==> src/rtl/ram_stream_reader_pkg.sv <==
// Shared types and constants for the RAM stream reader.
// Used by ram_stream_reader and ram_stream_skid_fifo.
package ram_stream_reader_pkg;

    localparam int DATA_W_DEF = 8;
    localparam int ADDR_W_DEF = 6;
    localparam int FIFO_DEPTH = 2;

    typedef enum logic [1:0] {
        IDLE  = 2'd0,
        ISSUE = 2'd1,
        DRAIN = 2'd2
    } state_t;

    // A slot is free when words already buffered, plus the read whose
    // data is on the RAM bus now, minus the word leaving this cycle,
    // still leaves room in the FIFO.
    function automatic logic has_credit(
        input logic [1:0] lvl,
        input logic       inflight,
        input logic       pop
    );
        logic [2:0] occ;
        occ = {1'b0, lvl} + {2'b00, inflight} - {2'b00, pop};
        return occ < 3'(FIFO_DEPTH);
    endfunction

endpackage

==> src/rtl/ram_stream_skid_fifo.sv <==
// Two-entry synchronous FIFO buffering RAM read data.
// Head entry drives the stream output directly.
module ram_stream_skid_fifo
    import ram_stream_reader_pkg::*;
#(
    parameter int DATA_W = DATA_W_DEF
) (
    input  logic              clk,
    input  logic              rst_n,
    input  logic              push,
    input  logic [DATA_W-1:0] wdata,
    input  logic              pop,
    output logic              full,
    output logic              empty,
    output logic [DATA_W-1:0] head
);

    localparam int PTR_W = $clog2(FIFO_DEPTH);
    localparam int CNT_W = $clog2(FIFO_DEPTH + 1);

    logic [DATA_W-1:0] mem [FIFO_DEPTH];
    logic [PTR_W-1:0]  wr_ptr;
    logic [PTR_W-1:0]  rd_ptr;
    logic [CNT_W-1:0]  cnt;
    logic              pop_ok;
    logic              push_ok;

    assign full    = (cnt == CNT_W'(FIFO_DEPTH));
    assign empty   = (cnt == '0);
    assign head    = mem[rd_ptr];
    assign pop_ok  = pop && !empty;
    assign push_ok = push && (!full || pop_ok);

    // Storage, pointers and occupancy; push and pop may coincide.
    always_ff @(posedge clk) begin
        if (!rst_n) begin
            for (int i = 0; i < FIFO_DEPTH; i++) begin
                mem[i] <= '0;
            end
            wr_ptr <= '0;
            rd_ptr <= '0;
            cnt    <= '0;
        end else begin
            if (push_ok) begin
                mem[wr_ptr] <= wdata;
                wr_ptr      <= wr_ptr + PTR_W'(1);
            end
            if (pop_ok) begin
                rd_ptr <= rd_ptr + PTR_W'(1);
            end
            cnt <= cnt + CNT_W'(push_ok) - CNT_W'(pop_ok);
        end
    end

endmodule

==> src/rtl/ram_stream_reader.sv <==
// Read sequencer: RAM read port to valid/ready byte stream.
// Optional out_last port enabled by RAM_STREAM_READER_LAST_EN.
module ram_stream_reader
    import ram_stream_reader_pkg::*;
#(
    parameter int DATA_W = DATA_W_DEF,
    parameter int ADDR_W = ADDR_W_DEF
) (
    input  logic              clk,
    input  logic              rst_n,
    input  logic              start,
    input  logic [ADDR_W-1:0] start_addr,
    input  logic [ADDR_W:0]   length,
    output logic [ADDR_W-1:0] read_addr,
    input  logic [DATA_W-1:0] data_in,
    output logic [DATA_W-1:0] out_data,
    output logic              out_valid,
    input  logic              out_ready,
    output logic              busy,
    output logic              done
`ifdef RAM_STREAM_READER_LAST_EN
    ,
    output logic              out_last
`endif
);

    state_t            state;
    logic [ADDR_W-1:0] addr_q;
    logic [ADDR_W:0]   issue_left;
    logic              pend_q;

    logic              fifo_full;
    logic              fifo_empty;
    logic [1:0]        level;
    logic [1:0]        level_after;
    logic              pop;
    logic              issue;
    logic              last_issue;
    logic              drain_done;

    assign read_addr = addr_q;
    assign out_valid = !fifo_empty;
    assign pop       = out_valid && out_ready;

    assign level       = {fifo_full, !fifo_full && !fifo_empty};
    assign level_after = level - {1'b0, pop};

    assign issue      = (state == ISSUE) && has_credit(level, pend_q, pop);
    assign last_issue = issue && (issue_left == (ADDR_W + 1)'(1));
    assign drain_done = (state == DRAIN) && !pend_q && (level_after == '0);

    ram_stream_skid_fifo #(
        .DATA_W (DATA_W)
    ) u_fifo (
        .clk   (clk),
        .rst_n (rst_n),
        .push  (pend_q),
        .wdata (data_in),
        .pop   (pop),
        .full  (fifo_full),
        .empty (fifo_empty),
        .head  (out_data)
    );

    // Control FSM with address counter, read tracking and status outputs.
    always_ff @(posedge clk) begin
        if (!rst_n) begin
            state      <= IDLE;
            addr_q     <= '0;
            issue_left <= '0;
            pend_q     <= 1'b0;
            busy       <= 1'b0;
            done       <= 1'b0;
        end else begin
            done   <= 1'b0;
            pend_q <= issue;
            if (issue) begin
                addr_q     <= addr_q + ADDR_W'(1);
                issue_left <= issue_left - (ADDR_W + 1)'(1);
            end
            unique case (state)
                IDLE: begin
                    if (start) begin
                        if (length == '0) begin
                            done <= 1'b1;
                        end else begin
                            addr_q     <= start_addr;
                            issue_left <= length;
                            busy       <= 1'b1;
                            state      <= ISSUE;
                        end
                    end
                end
                ISSUE: begin
                    if (last_issue) begin
                        state <= DRAIN;
                    end
                end
                DRAIN: begin
                    if (drain_done) begin
                        state <= IDLE;
                        busy  <= 1'b0;
                        done  <= 1'b1;
                    end
                end
                default: begin
                    state <= IDLE;
                end
            endcase
        end
    end

`ifdef RAM_STREAM_READER_LAST_EN
    logic [ADDR_W:0] beats_left;

    assign out_last = out_valid && (beats_left == (ADDR_W + 1)'(1));

    // Beats still to be delivered; the final one carries out_last.
    always_ff @(posedge clk) begin
        if (!rst_n) begin
            beats_left <= '0;
        end else if (state == IDLE && start && length != '0) begin
            beats_left <= length;
        end else if (pop) begin
            beats_left <= beats_left - (ADDR_W + 1)'(1);
        end
    end
`endif

endmodule

==> config.mk <==
export PLATFORM = sky130hd
export DESIGN_NAME = ram_stream_reader
export DESIGN_NICKNAME = d
export VERILOG_FILES = /design/src/rtl/ram_stream_reader_pkg.sv /design/src/rtl/ram_stream_skid_fifo.sv /design/src/rtl/ram_stream_reader.sv
export SDC_FILE = /design/constraint.sdc
export NUM_CORES = 1
export LEC_CHECK = 0
export BUFFER_PORTS_ARGS = -buffer_cell sky130_fd_sc_hd__buf_4
export CAP_MARGIN = 25
export CORE_ASPECT_RATIO = 0.9
export CORE_MARGIN = 5
export CORE_UTILIZATION = 50
export DETAILED_ROUTE_END_ITERATION = 10
export GPL_TIMING_DRIVEN = 0
export PLACE_DENSITY = 0.82
export SYNTH_ARGS = -nofsm -noshare
export SYNTH_HDL_FRONTEND = slang
export SYNTH_HIERARCHICAL = 1
export SYNTH_SLANG_ARGS = --single-unit
==> constraint.sdc <==
create_clock -name clk -period 7.6 [get_ports clk]
set_input_delay 0.38 -clock clk [delete_from_list [all_inputs] [get_ports clk]]
set_output_delay 0.38 -clock clk [all_outputs]
set_load 0.005 [all_outputs]
==> impl_metrics.json, run 1 <==
{
  "drive_above_1_share": 0.269,
  "drv_slew": 0,
  "postRouteAntennaNets": 0,
  "synth_area_leader_cell": "edfxtp_1",
  "gp_congestion": 0.785,
  "grt_overflow": 0,
  "die_area_um2": 5540,
  "vias_per_cell": 5.34,
  "synth-seq-cells": 39,
  "synth_edf_count": 16,
  "boundaryPins": 42,
  "finalCriticalPeriod_ns": 2.89,
  "cp_data_required_time_ns": 7.77,
  "finalSetupTns_ns": 0,
  "synth_fp_nets": 226,
  "num-fill-cells": 349,
  "placedCellCount": 282,
  "setup_viol": 0,
  "yosysSeqAreaShare": 0.453,
  "yosysMostFrequentCell": "dfxtp_1",
  "drc_errors": 0,
  "fin_worst_skew_ns": 0.00460,
  "top_layer": "met4",
  "drt_iter0_drc": 90,
  "grt_pass1_wl_um": 6910,
  "rsz0062_at_grt": "false",
  "clock-sinks": 39,
  "critPathKind": "register to register",
  "p_leak_nw": 1.02,
  "synthTopCellsByArea": "edfxtp_1 23%, dfxtp_1 22%, and2_1 6.0%, mux2_1 4.3%, ha_1 4.2%",
  "worstPathArrival_ns": 3.06,
  "ff_latch_area_um2": 941,
  "ys_warn_count": 6,
  "die_height_um": 71.1,
  "initial_utilization": 0.513,
  "synth_flop_cell": "dfxtp_1",
  "slowest_stage": "fa_1",
  "tightest_slew_ns": 0.723,
  "syn_area_per_cell_um2": 10.8,
  "wl_met2_um": 2030,
  "cts_resized": 0,
  "die_width_um": 77.9,
  "synthCells": 193,
  "fin_nets": 274,
  "status": "finished clean",
  "holdBufCountCts": 0,
  "met3RoutedLength_um": 152,
  "core_area_um2": 4050,
  "grt_util_all_layers": 0.157,
  "path_cells": "nor2b_1 > inv_1 > nand2_1 > ha_1 > nand2b_1 > fa_1 > xor2_1 > nor2_1 > buf_4 > a32oi_1 > a21oi_1",
  "fin_cells": 290,
  "hold_class": "input pin to register",
  "peakVddDrop_uv": 120,
  "cts_tree": "built",
  "multi_input_area_um2": 1040,
  "async_flop_share": 0,
  "power_density_nw_per_um2": 198,
  "first_pass_iters": 5,
  "drt-wirelength-per-cell_um": 14.2,
  "post_cts_buffers": 0,
  "period_share": 0.381,
  "yosys.area.top_type_share": 0.231,
  "grt_pass1_vias": 1484,
  "fmax_ghz": 0.346,
  "fp-row-count": 22,
  "worstSkewPairLatency_ns": 0.29,
  "relSlewSlack": 0.515,
  "ys_types": 53,
  "clk_path_buf_depth": 2,
  "diodes": 0,
  "met1Wirelength_um": 1860,
  "maxCapViolCount": 0,
  "clk_pin_slew_worst_paths_ns": 0.08,
  "portBuffers": 41,
  "syn_to_final_growth_pct": 22.0,
  "vias": 1548,
  "antenna_found_initial": 0,
  "wirelength_um": 4110,
  "cp-start-kind": "register",
  "finalHoldViolations": 0,
  "htree_levels": 2,
  "root_buffer": "clkbuf_8",
  "synth_top_cells_by_count": "23 x dfxtp_1, 20 x and2_1, 16 x edfxtp_1, 10 x nand2_1, 9 x xnor2_1",
  "end_kind": "register",
  "syn-cell-area_um2": 2080,
  "cts_buffers": 5,
  "path_max_fanout": 10,
  "dpl.hpwl_um": 3170,
  "slowest_delay_ns": 0.41,
  "grt_max_degree": 14
}
==> sequential cells by signal, summed over array words and instances (netlist names), named ones only <==
name           flops
issue_left         7
done               1
u_fifo/cnt         2
u_fifo/mem        16
pend_q             1
busy               1
state              2
u_fifo/wr_ptr      1
read_addr          6
u_fifo/rd_ptr      1
==> logic make-up after synthesis <==
group           count (synthesis)  synth area share
fa+ha+maj                       8            0.0518
mux                             8            0.0434
xor+xnor                       12            0.0506
flops                          39             0.453
buf+inv                        15            0.0452
simple gates                   69             0.207
compound gates                 42             0.149
==> power breakdown <==
group	switching, mW	internal [mW]	total (mW)
clock network	0.0739	0.0638	0.138
registers	0.0147	0.236	0.250
logic	0.0575	0.0558	0.113
==> critical path, delay by kind of cell, from the launching register on <==
kind / cells / cell delay [ns]
XOR/XNOR: 1 / 0.38
flip-flops: 1 / 0.39
adder cells (fa/ha/maj): 2 / 0.64
AO/OA/AOI/OAI: 2 / 0.29
AND/OR/NAND/NOR: 4 / 0.75
buffers and inverters: 2 / 0.31
==> metal layers <==
layer,global-route usage,up-vias
li1,-,798
met1,0.205,715
met2,0.253,30
met3,0.0382,5
met4,0.0563,0
met5,0,-
==> cells in the final DEF (no fill, tap or decap), types with 2 or more instances in the layout <==
cell type / count
a21oi_1: 7
nand2_1: 10
nor2b_1: 4
o21ai_0: 6
nand4_1: 2
o41ai_1: 2
nor2_1: 6
inv_1: 8
nor4_1: 2
edfxtp_1: 16
dfxtp_1: 23
clkinvlp_4: 2
nand3_1: 5
o21ai_1: 3
a22oi_1: 2
clkbuf_8: 6
xor2_1: 3
nand2b_1: 3
nand3b_1: 2
and2_1: 20
buf_4: 42
a21oi_2: 3
o31ai_1: 4
nor3_1: 2
ha_1: 7
a21boi_0: 3
o21a_1: 2
nor3b_1: 2
a41oi_1: 2
mux2_1: 8
xnor2_1: 9
buf_6: 3
==> metrics by stage <==
step                      utilization  worst slack [ns]  power (mW)  hold slack [ns]  cell area [µm²]
after detailed placement        0.604              4.73       0.369            0.465             2440
final                           0.626              4.71       0.502            0.354             2530
after floorplan                     -              5.01       0.324            0.444             2080
after CTS                       0.626              4.70       0.508            0.345             2530
after global placement          0.604              4.75       0.365            0.462             2440
after global routing            0.626              4.44       0.535            0.350             2530
==> path summary, 6_finish.rpt <==
check | startpoint | endpoint | slack (ns) | cells past startpoint
max | u_fifo/cnt[1] | issue_left[3] | 4.71 | 11
min | length[4] | issue_left[4] | 0.35 | 3
max reg2reg | u_fifo/cnt[1] | issue_left[3] | 4.71 | 11
min reg2reg | busy | busy | 0.47 | 2
==> final cells by class <==
class,count,area share
Buffer,7,0.0252
Clock buffer,5,0.0272
Clock inverter,3,0.00790
Inverter,8,0.0119
Multi-Input combinational cell,139,0.411
Sequential cell,39,0.371
Tap cell,48,0.0237
Timing Repair Buffer,41,0.121
Power figures use the tool's default switching activity.
==> run 2: changes to the inputs <==
==> constraint.sdc (replaced) <==
create_clock -name clk -period 2.85 [get_ports clk]
set_input_delay 0.1425 -clock clk [delete_from_list [all_inputs] [get_ports clk]]
set_output_delay 0.1425 -clock clk [all_outputs]
set_load 0.005 [all_outputs]
==> run 2 against run 1 <==
Cell count up 0.34%; core utilization rose by 0.77 points; routed wire length increased by 1.5%; total power increased to 2.7 times the previous value; non-clock buffer count increased by 1; clock skew increased by 0.0012 ns; design area up 1.2%; first-iteration DRC count grew 34%; count of clock-buffer cells in the layout stayed put; clock power increased to 2.7 times the previous value; sequential cell count is the same; sequential power increased to 2.7 times the previous value.
==> impl_metrics.json, run 2 (synthesis results as in run 1) <==
{
  "end_kind": "register",
  "crit_start": "u_fifo/cnt[1]",
  "vias_per_cell": 5.39,
  "p_leak_nw": 1.03,
  "die_area_um2": 5540,
  "hold_class": "input pin to register",
  "grt_pass1_vias": 1489,
  "dpl.hpwl_um": 3170,
  "final_area_um2": 2560,
  "path_max_fanout": 10,
  "place_area_um2": 2440,
  "diodes": 0,
  "r2r-start": "u_fifo/cnt[1]",
  "die_width_um": 77.9,
  "cp_common_cell": "nor2_1",
  "initial_utilization": 0.513,
  "period_share": 0.934,
  "grt_overflow": 0,
  "largest_reg_flops": 16,
  "clk_path_buf_depth": 2,
  "num-fill-cells": 341,
  "fin_nets": 275,
  "gp_congestion": 0.785,
  "htree_levels": 2,
  "grt_util_all_layers": 0.157,
  "multi_input_area_um2": 1060,
  "finalCriticalPeriod_ns": 2.66,
  "ff_latch_area_um2": 942,
  "grt_pass1_wl_um": 6930,
  "status": "finished clean",
  "top_register": "u_fifo/mem",
  "die_height_um": 71.1,
  "cts_buffers": 5,
  "first_pass_iters": 5,
  "grt_max_degree": 14,
  "tightest_slew_ns": 0.730,
  "finalHoldViolations": 0,
  "drt_iter0_drc": 121,
  "min_from": "length[4]",
  "maxCapViolCount": 0,
  "power_density_nw_per_um2": 524,
  "drive_above_1_share": 0.288,
  "portBuffers": 41,
  "vias": 1568,
  "clk_pin_slew_worst_paths_ns": 0.08,
  "peakVddDrop_uv": 320,
  "fp-row-count": 22,
  "final_common_cell": "buf_4",
  "clock-sinks": 39,
  "setup_viol": 0,
  "boundaryPins": 42,
  "final.setup.worst_slack_ns": 0.190,
  "relSlewSlack": 0.510,
  "core_area_um2": 4050,
  "postRouteAntennaNets": 0,
  "drv_slew": 0,
  "worstPathArrival_ns": 2.85,
  "pre_cts_slack_ns": -0.0202,
  "drc_errors": 0,
  "cp-start-kind": "register",
  "wirelength_um": 4170,
  "drt-wirelength-per-cell_um": 14.3,
  "critPathTopFamily": "adder cells",
  "antenna_found_initial": 0,
  "worstSkewPairLatency_ns": 0.29,
  "syn_to_final_growth_pct": 23.5,
  "root_buffer": "clkbuf_8",
  "final_cell_mix": "43 x buf_4, 22 x dfxtp_1, 20 x and2_1",
  "fin_worst_skew_ns": 0.00580,
  "critPathKind": "register to register",
  "path_cells": "nor2_1 > nor2b_1 > ha_1 > nand2b_1 > fa_1 > xor2_2 > nor2_1 > buf_4 > a41oi_1 > o21a_1",
  "slowest_stage": "fa_1",
  "cp_data_required_time_ns": 3.04,
  "fmax_ghz": 0.376,
  "cts_tree": "built",
  "path_buf_inv": 1,
  "slowest_delay_ns": 0.46
}
-- run 2: where the power goes --
part / switching [mW] / leakage (nW) / internal [mW]
logic: 0.156 / 0.635 / 0.153
clock network: 0.196 / 0.0402 / 0.170
registers: 0.0405 / 0.356 / 0.629
total: 0.393 / 1.03 / 0.952
-- run 2: worst reg2reg max path, stage by stage, from the launching register on --
cell	delay, ns
dfxtp_1	0.42
nor2_1	0.09
nor2b_1	0.20
ha_1	0.28
nand2b_1	0.16
fa_1	0.46
xor2_2	0.24
nor2_1	0.20
buf_4	0.22
a41oi_1	0.12
o21a_1	0.18
-- run 2: area by class of cell --
type                    count  share of cell area
plain buffers               7              0.0249
repair buffers             42               0.123
inverters                   8              0.0117
multi-input cells         139               0.415
well taps                  48              0.0234
clock buffers               5              0.0268
clock inverters             3             0.00780
flip-flops and latches     39               0.367
-- run 2: final timing paths --
path | slack (ns) | endpoint | cells after the start
setup / recovery | 0.19 | state[0] | 10
hold / removal | 0.12 | issue_left[4] | 3
setup reg to reg | 0.19 | state[0] | 10
hold reg to reg | 0.47 | busy | 2
-- run 2: per-layer routing --
layer	routed length [µm]	share of wire	track usage
met4	70	0.017	0.0563
met3	163	0.039	0.0382
met1	1870	0.45	0.206
met2	2070	0.50	0.253
met5	0	0	0
-- run 2: repair_timing --
item                                    CTS  global route
endpoints found under the setup margin    5            10
hold buffers                              0             0
gates resized for setup                   1             4
setup buffers                             0             1
-- run 2: through the flow --
step | util | TNS [ns] | std cells | hold slack [ns] | power (mW)
after floorplan | - | 0 | 193 | 0.264 | 0.865
after global placement | 0.604 | -0.00264 | 282 | 0.409 | 0.975
after detailed placement | 0.604 | -0.0384 | 282 | 0.408 | 0.983
after CTS | 0.627 | 0 | 290 | 0.107 | 1.36
after global routing | 0.634 | -0.0146 | 291 | 0.113 | 1.43
final | 0.634 | 0 | 291 | 0.117 | 1.35
==> run 3: changes to the inputs <==
--- a/config.mk
+++ b/config.mk
@@ -9,10 +9,10 @@
 export CAP_MARGIN = 25
 export CORE_ASPECT_RATIO = 0.9
 export CORE_MARGIN = 5
-export CORE_UTILIZATION = 50
+export CORE_UTILIZATION = 54
 export DETAILED_ROUTE_END_ITERATION = 10
 export GPL_TIMING_DRIVEN = 0
-export PLACE_DENSITY = 0.82
+export PLACE_DENSITY = 0.87
 export SYNTH_ARGS = -nofsm -noshare
 export SYNTH_HDL_FRONTEND = slang
 export SYNTH_HIERARCHICAL = 1
==> run 3 against run 2 <==
Count of clock-buffer cells in the layout stayed put; core utilization is 6.1 points higher; design area is 0.39% higher; via count is 0.70% higher; sequential share of layout area is 0.14 points lower; critical path depth is 1 higher; worst hold slack worse by 0.014 ns; highest routed layer unchanged.
==> impl_metrics.json, run 3 (synthesis results as in run 1) <==
{
  "status": "finished clean",
  "initial_utilization": 0.561,
  "cp_data_required_time_ns": 3.04,
  "clk_path_buf_depth": 2,
  "drt-wirelength-per-cell_um": 14.2,
  "peakVddDrop_uv": 370,
  "drv_slew": 0,
  "power_density_nw_per_um2": 526,
  "finalCriticalPeriod_ns": 2.71,
  "vias": 1579,
  "hold_class": "input pin to register",
  "top_register": "u_fifo/mem",
  "vias_per_cell": 5.44,
  "critPathKind": "register to register",
  "pre_cts_slack_ns": -0.0370,
  "grt_pass1_vias": 1555,
  "worstPathArrival_ns": 2.90,
  "postRouteAntennaNets": 0,
  "final_common_cell": "buf_4",
  "period_share": 0.952,
  "first_pass_iters": 4,
  "cp-start-kind": "register",
  "die_height_um": 68.8,
  "critPathTopFamily": "adder cells",
  "grt_max_degree": 14,
  "hold-path-endpoint": "issue_left[4]",
  "drt_iter0_drc": 111,
  "slowest_stage": "fa_1",
  "final.setup.worst_slack_ns": 0.138,
  "grt_overflow": 0,
  "root_buffer": "clkbuf_8",
  "cts_buffers": 5,
  "holdWs_ns": 0.103,
  "dpl.hpwl_um": 3060,
  "die_width_um": 75.4,
  "boundaryPins": 42,
  "cts_tree": "built",
  "grt_util_all_layers": 0.170,
  "min_from": "length[4]",
  "clk_pin_slew_worst_paths_ns": 0.08,
  "syn_to_final_growth_pct": 24.0,
  "path_buf_inv": 2,
  "setup_viol": 0,
  "placedCellCount": 280,
  "power_mw": 1.36,
  "r2r-start": "u_fifo/cnt[1]",
  "fin_nets": 276,
  "clock-sinks": 39,
  "tightest_slew_ns": 0.752,
  "final_cell_mix": "44 x buf_4, 22 x dfxtp_1, 20 x and2_1",
  "fin_worst_skew_ns": 0.00650,
  "r2r_slack_ns": 0.14,
  "relSlewSlack": 0.495,
  "die_area_um2": 5190,
  "fp-row-count": 21,
  "r2r_cells": 11,
  "portBuffers": 41,
  "crit_start": "u_fifo/cnt[1]",
  "path_max_fanout": 10,
  "finalSetupTns_ns": 0,
  "worstSkewPairLatency_ns": 0.29,
  "holdBufCountCts": 0,
  "gp_congestion": 0.835,
  "fin_cells": 290,
  "maxCapViolCount": 0,
  "path_cells": "nor2b_4 > inv_1 > nand2_1 > ha_1 > nand2b_1 > fa_1 > xor2_2 > nor2_2 > buf_4 > a41oi_1 > o21a_1",
  "drc_errors": 0,
  "finalHoldViolations": 0,
  "r2r_end": "state[0]",
  "antenna_found_initial": 0,
  "drive_above_1_share": 0.299,
  "fmax_ghz": 0.369,
  "core_area_um2": 3700,
  "slowest_delay_ns": 0.46,
  "diodes": 0,
  "wirelength_um": 4130,
  "largest_reg_flops": 16,
  "htree_levels": 2,
  "min_path_cells": 3,
  "grt_pass1_wl_um": 6650,
  "end_kind": "register",
  "p_leak_nw": 1.04
}
run 3: power breakdown:
part	internal (mW)	total, mW	switching (mW)
Sequential	0.629	0.669	0.0396
Clock	0.170	0.371	0.201
Combinational	0.155	0.316	0.161
Total	0.954	1.36	0.401
run 3: layer usage:
layer / part of all wire / global-route usage / up-vias
met1: 0.42 / 0.217 / 745
met2: 0.50 / 0.282 / 36
met3: 0.063 / 0.0435 / 4
met4: 0.012 / 0.0546 / 0
li1: - / - / 794
met5: 0 / 0 / -
run 3: worst reg2reg max path: cells and delay by family (launching register included):
family | cells | cell delay, ns
adder cells (fa/ha/maj) | 2 | 0.70
AND/OR/NAND/NOR | 4 | 0.65
flip-flops | 1 | 0.42
buffers and inverters | 2 | 0.30
AO/OA/AOI/OAI | 2 | 0.30
XOR/XNOR | 1 | 0.25
run 3: repair_timing:
action,in CTS,in global routing
pin swaps,0,1
buffers inserted,0,2
setup endpoints to repair,5,11
gates resized for setup,1,6
run 3: area by class of cell:
type | instances | area (µm²)
Tap cell | 46 | 57.6
Multi-Input combinational cell | 139 | 1070
Sequential cell | 39 | 942
Timing Repair Buffer | 43 | 323
Fill cell | 278 | 1130
Buffer | 7 | 63.8
Clock inverter | 3 | 20.0
Clock buffer | 5 | 68.8
Inverter | 8 | 30.0
run 3: metrics by stage:
stage	cell area [µm²]	util
floorplan	2080	-
global placement	2440	0.659
detailed placement	2440	0.659
CTS	2530	0.684
global route	2570	0.695
finish	2570	0.695
run 3: worst max path at each step:
stage / end / slack [ns] / cells after the start
global placement: issue_left[6] / 0.009 / 11
finish: state[0] / 0.14 / 11
detailed placement: issue_left[6] / -0.04 / 11
floorplan: issue_left[6] / 0.26 / 11
global route: issue_left[5] / -0.02 / 10
CTS: issue_left[6] / 0.06 / 11
